**src/rtl/event_core_if.sv**
```systemverilog
// Dispatch/return signal bundle of one event_core: dispatcher input, monitor stall/GVT, queue return path.
interface event_core_if #(
    parameter int MSG_WID  = 32,
    parameter int TIME_WID = 16,
    parameter int NB_CORE  = 2
);
    logic [MSG_WID-1:0]  in_msg;
    logic                in_vld;
    logic                in_rdy;
    logic                stall;
    logic [TIME_WID-1:0] gvt;
    logic                gvt_vld;
    logic [MSG_WID-1:0]  out_msg;
    logic                out_vld;
    logic                out_rdy;
    logic [NB_CORE-1:0]  out_core_id;
    logic [15:0]         evt_count;
    logic                caus_err;

    modport master (
        output in_msg, in_vld, stall, gvt, gvt_vld, out_rdy,
        input  in_rdy, out_msg, out_vld, out_core_id, evt_count, caus_err
    );

    modport slave (
        input  in_msg, in_vld, stall, gvt, gvt_vld, out_rdy,
        output in_rdy, out_msg, out_vld, out_core_id, evt_count, caus_err
    );
endinterface

```
**src/rtl/event_core.sv**
```systemverilog
// Processing-element endpoint: accepts one event, waits out the monitor stall, models LP processing,
// then returns one LFSR-generated event. Optional causality check under EVENT_CORE_CAUSALITY_CHK_EN.
module event_core #(
    parameter int CORE_ID     = 0,
    parameter int NUM_CORE    = 4,
    parameter int NUM_LP      = 8,
    parameter int TIME_WID    = 16,
    parameter int MSG_WID     = 32,
    parameter int PROC_CYCLES = 4
) (
    input logic         clk,
    input logic         reset_n,
    event_core_if.slave bus
);
    localparam int          NB_LP     = $clog2(NUM_LP);
    localparam int          NB_CORE   = $clog2(NUM_CORE);
    localparam int          CNT_WID   = (PROC_CYCLES > 1) ? $clog2(PROC_CYCLES) : 1;
    localparam logic [15:0] LFSR_SEED = 16'hACE1 ^ 16'(CORE_ID);
    localparam logic [15:0] LFSR_TAPS = 16'hB400;

    typedef enum logic [1:0] {
        S_IDLE,
        S_CHECK,
        S_PROC,
        S_SEND
    } state_t;

    state_t              r_state;
    state_t              w_state_next;
    logic [15:0]         r_lfsr;
    logic [15:0]         w_lfsr_next;
    logic [CNT_WID-1:0]  r_cnt;
    logic [MSG_WID-1:0]  r_out_msg;
    logic [MSG_WID-1:0]  w_gen_msg;
    logic [15:0]         r_evt_count;
    logic                w_in_rdy;
    logic                w_out_vld;
    logic                w_accept;
    logic                w_send_done;
    logic [TIME_WID-1:0] w_in_time;
    logic [4:0]          w_delta;
    logic [TIME_WID:0]   w_time_sum;
    logic [TIME_WID-1:0] w_new_time;

    assign w_in_time   = bus.in_msg[TIME_WID-1:0];
    assign w_lfsr_next = {1'b0, r_lfsr[15:1]} ^ (r_lfsr[0] ? LFSR_TAPS : 16'h0000);
    assign w_delta     = {1'b0, w_lfsr_next[3:0]} + 5'd1;
    assign w_time_sum  = {1'b0, w_in_time} + (TIME_WID+1)'(w_delta);
    assign w_new_time  = w_time_sum[TIME_WID] ? '1 : w_time_sum[TIME_WID-1:0];

    always_comb begin
        w_gen_msg                      = '0;
        w_gen_msg[TIME_WID-1:0]        = w_new_time;
        w_gen_msg[TIME_WID +: NB_LP]   = w_lfsr_next[4 +: NB_LP];
    end

    always_ff @(posedge clk or negedge reset_n) begin
        if (!reset_n) begin
            r_state <= S_IDLE;
        end else begin
            // NOTE: sequential state uses non-blocking assignment so every flop samples pre-edge values.
            r_state <= w_state_next;
        end
    end

    always_comb begin
        // NOTE: every output of this block gets a default first, so no path can infer a latch.
        w_state_next = r_state;
        w_in_rdy     = 1'b0;
        w_out_vld    = 1'b0;
        case (r_state)
            S_IDLE: begin
                w_in_rdy = 1'b1;
                if (bus.in_vld) w_state_next = S_CHECK;
            end
            S_CHECK: begin
                if (!bus.stall) w_state_next = S_PROC;
            end
            S_PROC: begin
                if (r_cnt == '0) w_state_next = S_SEND;
            end
            S_SEND: begin
                w_out_vld = 1'b1;
                if (bus.out_rdy) w_state_next = S_IDLE;
            end
            default: w_state_next = S_IDLE;
        endcase
    end

    assign w_accept    = w_in_rdy & bus.in_vld;
    assign w_send_done = w_out_vld & bus.out_rdy;

    // The generated event is fixed at accept time, which keeps out_msg stable for the whole of SEND.
    always_ff @(posedge clk or negedge reset_n) begin
        if (!reset_n) begin
            r_lfsr      <= LFSR_SEED;
            r_out_msg   <= '0;
            r_cnt       <= '0;
            r_evt_count <= '0;
        end else begin
            if (w_accept) begin
                r_lfsr    <= w_lfsr_next;
                r_out_msg <= w_gen_msg;
            end
            if (r_state == S_CHECK && !bus.stall) begin
                r_cnt <= CNT_WID'(PROC_CYCLES - 1);
            end else if (r_state == S_PROC) begin
                r_cnt <= r_cnt - CNT_WID'(1);
            end
            if (w_send_done) r_evt_count <= r_evt_count + 16'd1;
        end
    end

    assign bus.in_rdy      = w_in_rdy;
    assign bus.out_vld     = w_out_vld;
    assign bus.out_msg     = r_out_msg;
    assign bus.out_core_id = NB_CORE'(CORE_ID);
    assign bus.evt_count   = r_evt_count;

`ifdef EVENT_CORE_CAUSALITY_CHK_EN
    logic r_caus_err;
    logic w_unused_bits;

    always_ff @(posedge clk or negedge reset_n) begin
        if (!reset_n) begin
            r_caus_err <= 1'b0;
        end else if (w_accept && bus.gvt_vld && (w_in_time < bus.gvt)) begin
            r_caus_err <= 1'b1;
        end
    end

    assign bus.caus_err  = r_caus_err;
    assign w_unused_bits = ^bus.in_msg[MSG_WID-1:TIME_WID];
`else
    logic w_unused_bits;

    assign bus.caus_err  = 1'b0;
    assign w_unused_bits = ^{bus.in_msg[MSG_WID-1:TIME_WID], bus.gvt, bus.gvt_vld};
`endif
endmodule

```
**src/flat_wrapper.sv**
```systemverilog
// flat-port wrapper written by rule: the top's interface ports become plain ports
module event_core_flat 
#(
    parameter int CORE_ID     = 0,
    parameter int NUM_CORE    = 4,
    parameter int NUM_LP      = 8,
    parameter int TIME_WID    = 16,
    parameter int MSG_WID     = 32,
    parameter int PROC_CYCLES = 4
)
  (clk, reset_n, bus_in_msg, bus_in_vld, bus_stall, bus_gvt, bus_gvt_vld, bus_out_rdy, bus_in_rdy, bus_out_msg, bus_out_vld, bus_out_core_id, bus_evt_count, bus_caus_err);
  event_core_if #(.MSG_WID(MSG_WID), .TIME_WID(TIME_WID), .NB_CORE($clog2(NUM_CORE))) bus_i ();
  input logic clk;
  input logic reset_n;
  input wire logic [$bits(bus_i.in_msg)-1:0] bus_in_msg;
  input wire logic [$bits(bus_i.in_vld)-1:0] bus_in_vld;
  input wire logic [$bits(bus_i.stall)-1:0] bus_stall;
  input wire logic [$bits(bus_i.gvt)-1:0] bus_gvt;
  input wire logic [$bits(bus_i.gvt_vld)-1:0] bus_gvt_vld;
  input wire logic [$bits(bus_i.out_rdy)-1:0] bus_out_rdy;
  output wire logic [$bits(bus_i.in_rdy)-1:0] bus_in_rdy;
  output wire logic [$bits(bus_i.out_msg)-1:0] bus_out_msg;
  output wire logic [$bits(bus_i.out_vld)-1:0] bus_out_vld;
  output wire logic [$bits(bus_i.out_core_id)-1:0] bus_out_core_id;
  output wire logic [$bits(bus_i.evt_count)-1:0] bus_evt_count;
  output wire logic [$bits(bus_i.caus_err)-1:0] bus_caus_err;
  assign bus_i.in_msg = bus_in_msg;
  assign bus_i.in_vld = bus_in_vld;
  assign bus_i.stall = bus_stall;
  assign bus_i.gvt = bus_gvt;
  assign bus_i.gvt_vld = bus_gvt_vld;
  assign bus_i.out_rdy = bus_out_rdy;
  assign bus_in_rdy = bus_i.in_rdy;
  assign bus_out_msg = bus_i.out_msg;
  assign bus_out_vld = bus_i.out_vld;
  assign bus_out_core_id = bus_i.out_core_id;
  assign bus_evt_count = bus_i.evt_count;
  assign bus_caus_err = bus_i.caus_err;
  event_core #(.CORE_ID(CORE_ID), .NUM_CORE(NUM_CORE), .NUM_LP(NUM_LP), .TIME_WID(TIME_WID), .MSG_WID(MSG_WID), .PROC_CYCLES(PROC_CYCLES)) u_core (.clk(clk), .reset_n(reset_n), .bus(bus_i));
endmodule
```
**config.mk**
```make
export PLATFORM = sky130hd
export DESIGN_NAME = event_core_flat
export DESIGN_NICKNAME = d
export VERILOG_FILES = /design/src/rtl/event_core_if.sv /design/src/rtl/event_core.sv /design/src/flat_wrapper.sv
export SDC_FILE = /design/constraint.sdc
export NUM_CORES = 1
export LEC_CHECK = 0
export BUFFER_PORTS_ARGS = -buffer_cell sky130_fd_sc_hd__buf_2
export CAP_MARGIN = 20
export CELL_PAD_IN_SITES_DETAIL_PLACEMENT = 0
export CELL_PAD_IN_SITES_GLOBAL_PLACEMENT = 2
export CORE_MARGIN = 3
export CORE_UTILIZATION = 26
export DETAILED_ROUTE_END_ITERATION = 10
export PLACE_DENSITY = 0.86
export SYNTH_ARGS = -nofsm -noshare
export SYNTH_HDL_FRONTEND = slang
export SYNTH_SLANG_ARGS = --single-unit
```
**constraint.sdc**
```tcl
create_clock -name clk -period 2.3 [get_ports clk]
set_clock_uncertainty 0.1 [all_clocks]
set_input_delay 0.23 -clock clk [delete_from_list [all_inputs] [get_ports clk]]
set_output_delay 0.23 -clock clk [all_outputs]
set_load 0.02 [all_outputs]
```
== Word-level counts from Yosys, hierarchy flattened ==
Cells that the tools add are included.

* Bits of input ports: 54
* Flip-flop bits (word level): 55
* Word-level logic and storage cells: 36

* Muxes and demuxes: 11
* Add/subtract/negate cells: 4
* Reduce and logical (&&, ||, !) cells: 6
* Bitwise gates (word level): 3
* Eq/ne operators: 7

{| class="wikitable"
|+ Operators by type and width
! operator !! count
|-
| $mux 16 || 2
|-
| $add 16x5->17 || 1
|-
| $add 16x1->16 const B || 1
|-
| $xor 15x16->16 || 1
|-
| $mux 2 || 6
|-
| $pmux 2 s4 || 1
|-
| $ne 2x2->1 const B || 3
|-
| $add 4x1->5 const B || 1
|-
| $eq 2x2->1 const B || 2
|-
| $logic_not 2->1 || 2
|-
| $reduce_and 4->1 || 1
|-
| $and 1x1->1 || 2
|-
| $eq 2x1->1 const B || 1
|-
| $mux 1 || 2
|-
| $ne 2x1->1 const B || 1
|-
| $reduce_bool 2->1 || 1
|-
| $sub 2x1->2 const B || 1
|-
| $logic_and 1x1->1 || 1
|-
| $logic_not 1->1 || 1
|}

== Logic depth before layout (Yosys ltp) ==
Gate-level depths: netlist of the first run.

* Depth after elaboration: 5
* Depth in mapped cells: 10
* Depth with buffers taken out: 9

== Least setup slack after synthesis of the first run ==
No wires, ideal clock.

* Path kind: reg2reg
* Start point: register u_core.r_lfsr[1]
* End point: register u_core.r_out_msg[7], in the netlist u_core.bus.out_msg[7]
* Arrival: 1921 ps
* Period minus slack after synthesis: 2147 ps
* Data required time: 2074 ps
* Library setup time: 126 ps
* Path buffers: 1
* Slack: 153 ps
* Stages on the path, launching flop included: 11
* Cells stage by stage: dfrtp_1 inv_1 ha_1 inv_1 fa_1 a21o_1 a21oi_2 nor3_4 nor2_2 buf_6 a21oi_4

* Longest elaborated chain between the ends: 4

{| class="wikitable"
|+ Ends and longest elaborated chain
! element !! RTL line !! text
|-
| start: declaration || event_core.sv:30 || <nowiki>logic [15:0] r_lfsr;</nowiki>
|-
| start signal: assignment || event_core.sv:102 || <nowiki>r_lfsr <= w_lfsr_next;</nowiki>
|-
| $xor 15x16->16 || event_core.sv:46 || <nowiki>assign w_lfsr_next = {1'b0, r_lfsr[15:1]} ^ (r_lfsr[0] ? LFSR_TAPS : 16'h0000);</nowiki>
|-
| $add 4x1->5 || event_core.sv:47 || <nowiki>assign w_delta = {1'b0, w_lfsr_next[3:0]} + 5'd1;</nowiki>
|-
| $add 16x5->17 || event_core.sv:48 || <nowiki>assign w_time_sum = {1'b0, w_in_time} + (TIME_WID+1)'(w_delta);</nowiki>
|-
| $mux 16 || event_core.sv:49 || <nowiki>assign w_new_time = w_time_sum[TIME_WID] ? '1 : w_time_sum[TIME_WID-1:0];</nowiki>
|-
| end signal: assignment || event_core.sv:103 || <nowiki>r_out_msg <= w_gen_msg;</nowiki>
|-
| end: declaration || event_core.sv:33 || <nowiki>logic [MSG_WID-1:0] r_out_msg;</nowiki>
|}

Every way passes these cells.
A chain may end at the register's enable or synchronous reset.

== Worst setup path in the final report of the first run ==
* Start point: register u_core.r_lfsr[1]
* End point: register u_core.r_out_msg[3], in the netlist u_core.bus.out_msg[3]

Same word-level chain as after synthesis.

==> metrics.md, run 1 <==
| Metric | Value |
|---|---|
| Run status | `finished clean` |
| R2R Path Start | `u_core.r_lfsr[1]` |
| DRT antenna net count | `0` |
| Internal power | `2.28 mW` |
| Worst Reg2Reg Path Length in Cells | `11` |
| Number of global-route vias before repair | `1,973` |
| Clk sinks | `54` |
| Crit-path slowest cell | `dfrtp_1` |
| Worst Tran Pin Value | `0.590 ns` |
| TNS Setup | `0 ns` |
| Slowest stage delay, CP | `0.38 ns` |
| Max-slew violation count | `0` |
| Synth Flop Type | `dfrtp_1` |
| Global route overflow | `0` |
| Net Switching | `1.53 mW` |
| Routed WL | `5740 microns` |
| Inserted Clock Buffers | `5` |
| Hold Path End | `u_core.r_cnt[0]` |
| Hold path startpoint | `bus_stall` |
| Critical path arrival | `2.28 ns` |
| I/O Pins | `107` |
| Diodes inserted | `0` |
| Worst-path cell chain | `inv_2, ha_2, inv_1, fa_2, a21o_1, a21oi_2, buf_12, nor3_4, nor2_4, clkbuf_16, a21oi_2` |
| Dominant cell by count in the synthesized netlist | `nand2_1` |
| Sw Share | `0.402` |
| Clock power frac | `0.159` |
| Routed wire length per instance | `11.7 microns` |
| First-pass GRT wire length | `9440 microns` |
| Leakage | `1.64 nW` |
| Total Routing Usage GR | `0.0980` |
| Synth Area in Compound Gates | `0.0918` |
| CTS H-tree lvls | `2` |
| Die height | `110 microns` |
| Share of layout cells above drive strength 1 | `0.295` |
| FF-to-FF setup slack | `0.12 ns` |
| Worst-Skew Late Latency | `0.31 ns` |
| Gp weighted congestion | `0.762` |
| Synth Instances | `292` |
| Final non-filler cell total | `492` |
| Comb power frac | `0.439` |
| Clk buf depth | `2` |
| CTS tree | `built` |
| Multiplexer share of the synthesized area | `0.0151` |
| DP Cell Count | `480` |
| Top Family by Delay on Critical Path | `adder cells` |
| Setup violators final | `0` |
| Core Area | `10,400 sq um` |
| DR vias/cell | `4.22` |
| Final Cycle Share | `0.946` |
| Max FO, Critical Path | `6` |
| Die area | `12,100 sq um` |
| Root Driver | `clkbuf_8` |
| Crit Reg-Reg Endpoint | `u_core.bus.out_msg[3]` |
| 1st-pass router iterations | `4` |
| Post-Synth Adder-Cell Area | `0.0514` |
| Final Net Count | `420` |
| Number of max-cap violations | `0` |
| Drt drc | `0` |
| Hold crit path type | `in -> reg` |
| Fin. Hold Viols | `0` |
| Starting density of the core | `0.271` |
| Distinct cells, synth | `41` |
| PortBufs | `57` |
| Detailed placement HPWL | `4170 microns` |
| Top cell type's share of synthesized area | `0.408` |
| P per Cell Area | `1110 nW/um^2` |
| Initial DRC count | `83` |
| Ys Warns | `0` |
| CP most frequent cell | `a21oi_2` |
| Sequential-to-total area share from yosys stat | `0.482` |
| Worst Setup End Kind | `flip-flop` |
| Die X | `110 microns` |
| Number of synthesized flops with an enable pin | `0` |
| CP startpoint kind | `flip-flop` |
| Clock transition at path regs | `0.10 ns` |
| Synth Area in Simple Gates | `0.189` |
| Async S/R FF share, synth | `1.00` |
| DR vias | `2,077` |
| Critical path data required time | `2.41 ns` |
| Synth top area cells | `dfrtp_1 (41%), nand2_1 (8.4%), dfstp_2 (7.5%), xnor2_1 (6.2%), buf_4 (4.5%)` |
| Yosys top cell by area | `dfrtp_1` |
| Critical path origin | `u_core.r_lfsr[1]` |
| Initial antenna violation count | `0` |
| Max VDD drop | `0.319 mV` |
| Rows | `37` |
| Largest family of logic cells by synthesized area | `simple AND/OR/NAND/NOR gates` |
| Hold depth | `3` |
| Worst relative slew slack | `0.607` |
| Post-Syn Area | `2820 sq um` |
| Post-synthesis register bit count | `54` |
| Worst Path Buf+Inv | `4` |
| Critical path class | `reg -> reg` |
| Largest net degree at the start of global routing | `32` |
| Seq pwr share | `0.401` |
| Syn avg cell area | `9.66 sq um` |
| Post-Synth XOR/XNOR Area | `0.0931` |
| Area Growth Syn to Fin | `21.4%` |
| Post-synth top cells | `nand2_1 (63), dfrtp_1 (46), nor2_1 (27)` |
| Min Tclk post-route | `2.18 ns` |
| Fmax achieved | `459 MHz` |
==> placed cells by master (no fill, tap or decap), drive strengths merged, types with 2 or more instances in the layout <==
cell type	Yosys	layout
nor2	28	28
nand4	5	5
clkbuf	8	8
buf	18	65
ha	10	10
inv	12	12
mux2i	2	2
conb	1	16
nand3	8	8
nor3	5	5
o21ai	11	11
mux2	2	2
xnor2	20	20
dfrtp	46	46
nand2b	4	4
nand2	63	63
o211ai	3	3
dfstp	8	8
or3	2	2
xor2	10	10
a21oi	15	15
==> kinds of logic (layout without fill, tap and decap cells) <==
family / count (synthesis) / in the layout
other cells: 1 / 16
mux: 4 / 4
xor+xnor: 30 / 30
fa+ha+maj: 11 / 11
compound gates: 36 / 36
buf+inv: 38 / 87
simple gates: 118 / 118
flops: 54 / 54
==> worst register-to-register path, stage by stage, from the launching register on <==
cell and delay, ns:
dfrtp_1 0.38, inv_2 0.06, ha_2 0.16, inv_1 0.05
fa_2 0.35, a21o_1 0.19, a21oi_2 0.18, buf_12 0.15
nor3_4 0.05, nor2_4 0.17, clkbuf_16 0.19, a21oi_2 0.05
==> stage by stage <==
step	power, mW	setup WS, ns	util	cell area, sq um	hold WS, ns
after floorplan	2.67	0.153	-	2880	-0.166
after global placement	3.14	0.0866	0.312	3250	0.171
after detailed placement	3.17	0.0728	0.312	3250	0.179
after CTS	3.79	0.0454	0.323	3360	0.0933
after global routing	4.15	-0.00358	0.329	3420	0.111
final	3.81	0.123	0.329	3420	0.0994
==> power by group through the flow <==
stage                     Sequential [mW]  Combinational, mW  Clock [mW]
after global placement               1.54               1.60           0
after CTS                            1.54               1.62       0.630
after global routing                 1.58               1.89       0.671
final                                1.53               1.67       0.608
after floorplan                      1.73              0.939           0
after detailed placement             1.56               1.62           0
==> timing repair <==
| action | in CTS | in global routing |
|---|---|---|
| hold buffers | 1 | 0 |
| endpoints found under the setup margin | 0 | 12 |
| gates resized for setup | 0 | 4 |
| buffers inserted | 0 | 2 |
| endpoints found under the hold margin | 22 | 0 |
==> metal layers <==
| metal | GRT usage | part of all wire | vias up |
|---|---|---|---|
| met5 | 0 | 0 | - |
| met4 | 0.0396 | 0.015 | 0 |
| met3 | 0.0192 | 0.046 | 6 |
| met2 | 0.156 | 0.47 | 38 |
| met1 | 0.131 | 0.47 | 999 |
| li1 | - | - | 1034 |
==> cell type report <==
class                      count  area (sq um)
inverter                      12          45.0
sequential                    54          1360
timing repair buffer          67           430
clock inverter                 1          8.76
multi-input combinational    215          1310
tap                          136           170
clock buffer                   7          96.3
fill                        1091          6990
==> worst max-delay path by stage <==
| stage | end | cells past startpoint | slack, ns |
|---|---|---|---|
| 3_5_place_dp | u_core.bus.out_msg[1] | 11 | 0.07 |
| 5_1_grt | u_core.bus.out_msg[3] | 11 | -0.004 |
| 4_1_cts | u_core.bus.out_msg[0] | 11 | 0.05 |
| 6_report | u_core.bus.out_msg[3] | 11 | 0.12 |
| 3_3_place_gp | u_core.bus.out_msg[1] | 11 | 0.09 |
| 2_1_floorplan | u_core.bus.out_msg[7] | 10 | 0.15 |
==> state kept, by name (all words and copies together), names as in the netlist <==
name and cells:
u_core.r_cnt 2, u_core.bus.evt_count 16, u_core.bus.out_msg 18, u_core.r_state 2, u_core.r_lfsr 16
(Power assumes the default switching activity.)
==> run 2, diff against run 1 <==
CORE_UTILIZATION = 29   (was 26)
PLACE_DENSITY = 0.91   (was 0.86)
clock period = 2.2 ns   (was 2.3 ns; I/O delays follow)
==> run 2 against run 1 <==
Compared with the run above: core utilization up 3.6 points; clock power up 13%; first-iteration DRC count down 36%; sequential share of layout area up 0.28 points; final cell count down 0.81%; global-route usage up 0.90 points; sequential cell count unchanged; sequential power up 5%; register-to-register slack better by 0.03 ns; clock-buffer cell count down 2; fmax up 6.3%; critical endpoint is now u_core.bus.out_msg[1].
==> metrics.md, run 2 (same netlist as run 1, synthesis figures left out) <==
| Metric | Value |
|---|---|
| CTS H-tree lvls | `2` |
| Core Area | `9330 sq um` |
| Global route overflow | `0` |
| Hold path startpoint | `bus_stall` |
| Inserted Clock Buffers | `5` |
| Crit-path slowest cell | `dfrtp_1` |
| Clock power frac | `0.171` |
| Fmax achieved | `488 MHz` |
| Number of global-route vias before repair | `2,052` |
| Min Tclk post-route | `2.05 ns` |
| Share of layout cells above drive strength 1 | `0.301` |
| Net Switching | `1.60 mW` |
| Routed wire length per instance | `11.9 microns` |
| Crit Reg-Reg Endpoint | `u_core.bus.out_msg[1]` |
| Critical path data required time | `2.31 ns` |
| Seq pwr share | `0.399` |
| Clk buf depth | `2` |
| Max reg flops | `18` |
| Routed WL | `5820 microns` |
| Worst Path Buf+Inv | `4` |
| Max FO, Critical Path | `12` |
| Max VDD drop | `0.330 mV` |
| Top Family by Delay on Critical Path | `adder cells` |
| Run status | `finished clean` |
| Worst-Skew Late Latency | `0.31 ns` |
| Final Net Count | `423` |
| Comb power frac | `0.430` |
| Drt drc | `0` |
| Leakage | `1.63 nW` |
| Hold Path End | `u_core.r_cnt[0]` |
| Commonest non-fill, non-tap cells in the layout | `nand2_1 (63), buf_2 (57), dfrtp_1 (46)` |
| Sw Share | `0.399` |
| Hold depth | `3` |
| RSZ-0062 raised after global routing | `false` |
| Total Routing Usage GR | `0.107` |
| Initial DRC count | `53` |
| Largest net degree at the start of global routing | `55` |
| DR vias/cell | `4.30` |
| Root Driver | `clkbuf_8` |
| Clk sinks | `54` |
| Hold crit path type | `in -> reg` |
| TNS Setup | `0 ns` |
| Die X | `105 microns` |
| Critical path arrival | `2.15 ns` |
| Die height | `105 microns` |
| Post-Place Setup Slack | `0.00766 ns` |
| Fin. Hold Viols | `0` |
| 1st-pass router iterations | `4` |
| CP startpoint kind | `flip-flop` |
| Max-slew violation count | `0` |
| Critical path class | `reg -> reg` |
| I/O Pins | `107` |
| Worst Reg2Reg Path Length in Cells | `11` |
| PortBufs | `57` |
| Initial antenna violation count | `0` |
| Starting density of the core | `0.302` |
| Most common cell after layout, fill and taps aside | `nand2_1` |
| P per Cell Area | `1180 nW/um^2` |
| DR vias | `2,099` |
| Die area | `10,900 sq um` |
| Final Util | `0.365` |
| DRT antenna net count | `0` |
| Detailed placement HPWL | `4260 microns` |
| Worst-path cell chain | `inv_2, ha_4, inv_1, fa_2, a21o_1, a21oi_2, buf_6, nor3_4, nor2_2, buf_12, a21oi_1` |
| Diodes inserted | `0` |
| Worst Tran Pin Value | `0.710 ns` |
| Gp weighted congestion | `0.750` |
| Levels on crit path | `11` |
| Setup violators final | `0` |
| CTS tree | `built` |
| Clock transition at path regs | `0.11 ns` |
| First-pass GRT wire length | `9780 microns` |
| Internal power | `2.41 mW` |
| Rows | `35` |
| R2R Path Start | `u_core.r_lfsr[1]` |
| Post-route setup slack | `0.153 ns` |
| Area Growth Syn to Fin | `20.5%` |
| FF-to-FF setup slack | `0.15 ns` |
| Number of max-cap violations | `0` |
| Worst hold slack | `0.0895 ns` |
| Worst relative slew slack | `0.526` |
| Worst Setup End Kind | `flip-flop` |
| Slowest stage delay, CP | `0.39 ns` |
| Final Cycle Share | `0.931` |
## run 2: cell types whose count changed in the layout (fill, tap and decap cells not counted), sizes merged
cell / change
clkinv: -1
clkbuf: -3
bufinv: +1
buf: +4
clkinvlp: +2
## run 2: worst max path at each step
| stage | from | endpoint | slack [ns] |
|---|---|---|---|
| 6_report | u_core.r_lfsr[1] | u_core.bus.out_msg[1] | 0.15 |
| 5_1_grt | u_core.r_lfsr[1] | u_core.bus.out_msg[6] | 0.009 |
| 4_1_cts | u_core.r_lfsr[1] | u_core.bus.out_msg[12] | 0.03 |
| 3_5_place_dp | u_core.r_lfsr[1] | u_core.bus.out_msg[1] | 0.008 |
| 3_3_place_gp | u_core.r_lfsr[1] | u_core.bus.out_msg[1] | 0.02 |
| 2_1_floorplan | u_core.r_lfsr[1] | u_core.bus.out_msg[7] | 0.05 |
## run 2: power groups by stage
stage                     Sequential (mW)  Clock [mW]  Combinational [mW]
after floorplan                      1.81           0               0.981
after global placement               1.61           0                1.68
after detailed placement             1.63           0                1.73
after CTS                            1.61       0.719                1.75
after global routing                 1.66       0.754                1.92
final                                1.60       0.684                1.73
## run 2: cell type report
class | count | area (sq um)
fill | 942 | 5930
sequential | 54 | 1360
multi-input combinational | 215 | 1320
timing repair buffer | 70 | 402
tap | 129 | 161
clock buffer | 5 | 68.8
clock inverter | 3 | 45.0
inverter | 12 | 45.0
## run 2: timing repair
action                                 CTS  global route
hold buffers                             1             0
endpoints found under the hold margin   46             0
gates resized for setup                  3             2
setup buffers                            0             1
pin swaps                                0             4
setup endpoints to repair               14            16
## run 2: metrics by stage
stage	power (mW)	cells	cell area, sq um
global route	4.34	488	3400
finish	4.01	488	3400
CTS	4.07	487	3380
detailed placement	3.36	478	3250
global placement	3.29	478	3250
floorplan	2.80	307	2880
## run 2: worst register-to-register path: stages (launching register included)
cell,delay (ns)
dfrtp_1,0.39
inv_2,0.08
ha_4,0.12
inv_1,0.04
fa_2,0.34
a21o_1,0.17
a21oi_2,0.15
buf_6,0.14
nor3_4,0.04
nor2_2,0.13
buf_12,0.17
a21oi_1,0.08
## run 2: layer usage
| metal | vias up | track usage | wire, microns |
|---|---|---|---|
| met2 | 40 | 0.178 | 2790 |
| met4 | 0 | 0.0403 | 92 |
| met3 | 7 | 0.0241 | 224 |
| met1 | 1011 | 0.136 | 2710 |
| met5 | - | 0 | 0 |
| li1 | 1041 | - | - |
==> run 3, diff against run 2 <==
BUFFER_PORTS_ARGS = -buffer_cell sky130_fd_sc_hd__clkbuf_2   (was -buffer_cell sky130_fd_sc_hd__buf_2)
==> run 3 against run 2 <==
Compared with the run above: wire length shrank 0.93%; via count is 0.14% higher; clock-buffer cell count rose by 1; clock power down 2%; fmax shrank 1.7%; core utilization rose by 0.39 points; final cell count grew 0.41%; total power rose by 1.2%; register-to-register slack lost 0.04 ns; critical endpoint is now u_core.bus.out_msg[0]; largest cell class unchanged.
==> metrics.md, run 3 (same netlist as run 1, synthesis figures left out) <==
| Metric | Value |
|---|---|
| Detailed placement HPWL | `4190 microns` |
| Run status | `finished clean` |
| Initial antenna violation count | `0` |
| Root Driver | `clkbuf_8` |
| Max FO, Critical Path | `6` |
| Clock power frac | `0.164` |
| Hold depth | `3` |
| PortBufs | `57` |
| Final non-filler cell total | `490` |
| Critical path arrival | `2.19 ns` |
| Inserted Clock Buffers | `5` |
| Critical path origin | `u_core.r_lfsr[1]` |
| DP Cell Count | `477` |
| Diodes inserted | `0` |
| Max VDD drop | `0.394 mV` |
| DR vias/cell | `4.29` |
| Number of max-cap violations | `0` |
| Min Tclk post-route | `2.08 ns` |
| Gp weighted congestion | `0.728` |
| CTS tree | `built` |
| Leakage | `1.64 nW` |
| TNS Setup | `0 ns` |
| Max-slew violation count | `0` |
| Rows | `35` |
| Die height | `105 microns` |
| Internal power | `2.45 mW` |
| Worst relative slew slack | `0.531` |
| Number of global-route vias before repair | `2,051` |
| Final Cycle Share | `0.947` |
| Sw Share | `0.397` |
| DR vias | `2,102` |
| Fmax achieved | `480 MHz` |
| Die area | `10,900 sq um` |
| DRT antenna net count | `0` |
| First-pass GRT wire length | `9640 microns` |
| CTS H-tree lvls | `2` |
| Worst-path cell chain | `inv_2, ha_4, inv_1, fa_2, a21o_1, a21oi_2, buf_6, nor3_4, nor2_4, buf_4, buf_12, a21oi_1` |
| I/O Pins | `107` |
| Critical path data required time | `2.30 ns` |
| Share of layout cells above drive strength 1 | `0.302` |
| Slowest stage delay, CP | `0.39 ns` |
| Seq pwr share | `0.399` |
| R2R Path Start | `u_core.r_lfsr[1]` |
| Commonest non-fill, non-tap cells in the layout | `nand2_1 (63), clkbuf_2 (57), dfrtp_1 (46)` |
| Worst Setup End Kind | `flip-flop` |
| Fin. Hold Viols | `0` |
| Setup violators final | `0` |
| Clk sinks | `54` |
| Clk buf depth | `2` |
| 1st-pass router iterations | `4` |
| Hold crit path type | `in -> reg` |
| Routed WL | `5770 microns` |
| Drt drc | `0` |
| Max reg flops | `18` |
| Global route overflow | `0` |
| Largest net degree at the start of global routing | `55` |
| CP startpoint kind | `flip-flop` |
| Critical path class | `reg -> reg` |
| Crit-path slowest cell | `dfrtp_1` |
| Hold path startpoint | `bus_stall` |
| FF-to-FF setup slack | `0.12 ns` |
| RSZ-0062 raised after global routing | `true` |
| Worst-Skew Late Latency | `0.30 ns` |
| P per Cell Area | `1180 nW/um^2` |
| Core Area | `9330 sq um` |
| Final Net Count | `425` |
| Total Routing Usage GR | `0.106` |
| Die X | `105 microns` |
| Worst Reg2Reg Path Length in Cells | `12` |
| Worst Tran Pin Value | `0.703 ns` |
| Initial DRC count | `38` |
| Area Growth Syn to Fin | `21.8%` |
| Net Switching | `1.61 mW` |
| Clock transition at path regs | `0.10 ns` |
| Most common cell after layout, fill and taps aside | `nand2_1` |
| Routed wire length per instance | `11.8 microns` |
| Comb power frac | `0.437` |
| Starting density of the core | `0.302` |
[run 3: metal layers]
layer | track usage | wire, microns | vias up
met3 | 0.0167 | 202 | 5
met2 | 0.174 | 2700 | 37
met4 | 0.0337 | 80 | 0
met1 | 0.143 | 2780 | 1013
li1 | - | - | 1047
met5 | 0 | 0 | -
[run 3: layout make-up]
| class | count | area (sq um) |
|---|---|---|
| Sequential cell | 54 | 1360 |
| Tap cell | 129 | 161 |
| Clock buffer | 6 | 72.6 |
| Clock inverter | 2 | 37.5 |
| Inverter | 12 | 45.0 |
| Timing Repair Buffer | 72 | 437 |
| Fill cell | 952 | 5890 |
| Multi-Input combinational cell | 215 | 1320 |
[run 3: path summary, 6_finish.rpt]
path,to
max in group asynchronous,u_core.bus.out_msg[18]
min in group asynchronous,u_core.bus.out_msg[12]
max,u_core.bus.out_msg[0]
min,u_core.r_cnt[1]
min reg2reg,u_core.r_lfsr[15]
max reg2reg,u_core.bus.out_msg[0]
[run 3: through the flow]
stage	hold WS [ns]	utilization	setup slack (ns)	instance area (sq um)	power, mW
4_1_cts	0.0922	0.367	-0.0216	3420	4.11
6_report	0.106	0.368	0.117	3440	4.06
3_3_place_gp	0.300	0.348	0.0159	3240	3.29
5_1_grt	0.131	0.368	-0.00414	3440	4.39
2_1_floorplan	-0.176	-	0.0533	2880	2.80
3_5_place_dp	0.304	0.348	-0.0108	3240	3.35
[run 3: timing repair]
| action | CTS | global route |
|---|---|---|
| cloned | 1 | 0 |
| setup endpoints to repair | 13 | 16 |
| setup buffers | 2 | 1 |
| pin swaps | 1 | 3 |
| endpoints found under the hold margin | 46 | 0 |
| resized for setup | 5 | 3 |
| hold buffers | 1 | 0 |
[run 3: worst max-delay path: cells and delay by family (launching register included)]
kind | cells | cell delay (ns)
buffers and inverters | 5 | 0.51
adder cells (fa/ha/maj) | 2 | 0.47
flip-flops | 1 | 0.39
AO/OA/AOI/OAI | 3 | 0.39
AND/OR/NAND/NOR | 2 | 0.13
[run 3: power by group through the flow]
stage | sequential, mW | clock [mW] | combinational [mW]
global placement | 1.62 | 0 | 1.67
global route | 1.68 | 0.726 | 1.99
finish | 1.62 | 0.667 | 1.77
CTS | 1.63 | 0.696 | 1.79
detailed placement | 1.64 | 0 | 1.71
floorplan | 1.81 | 0 | 0.981
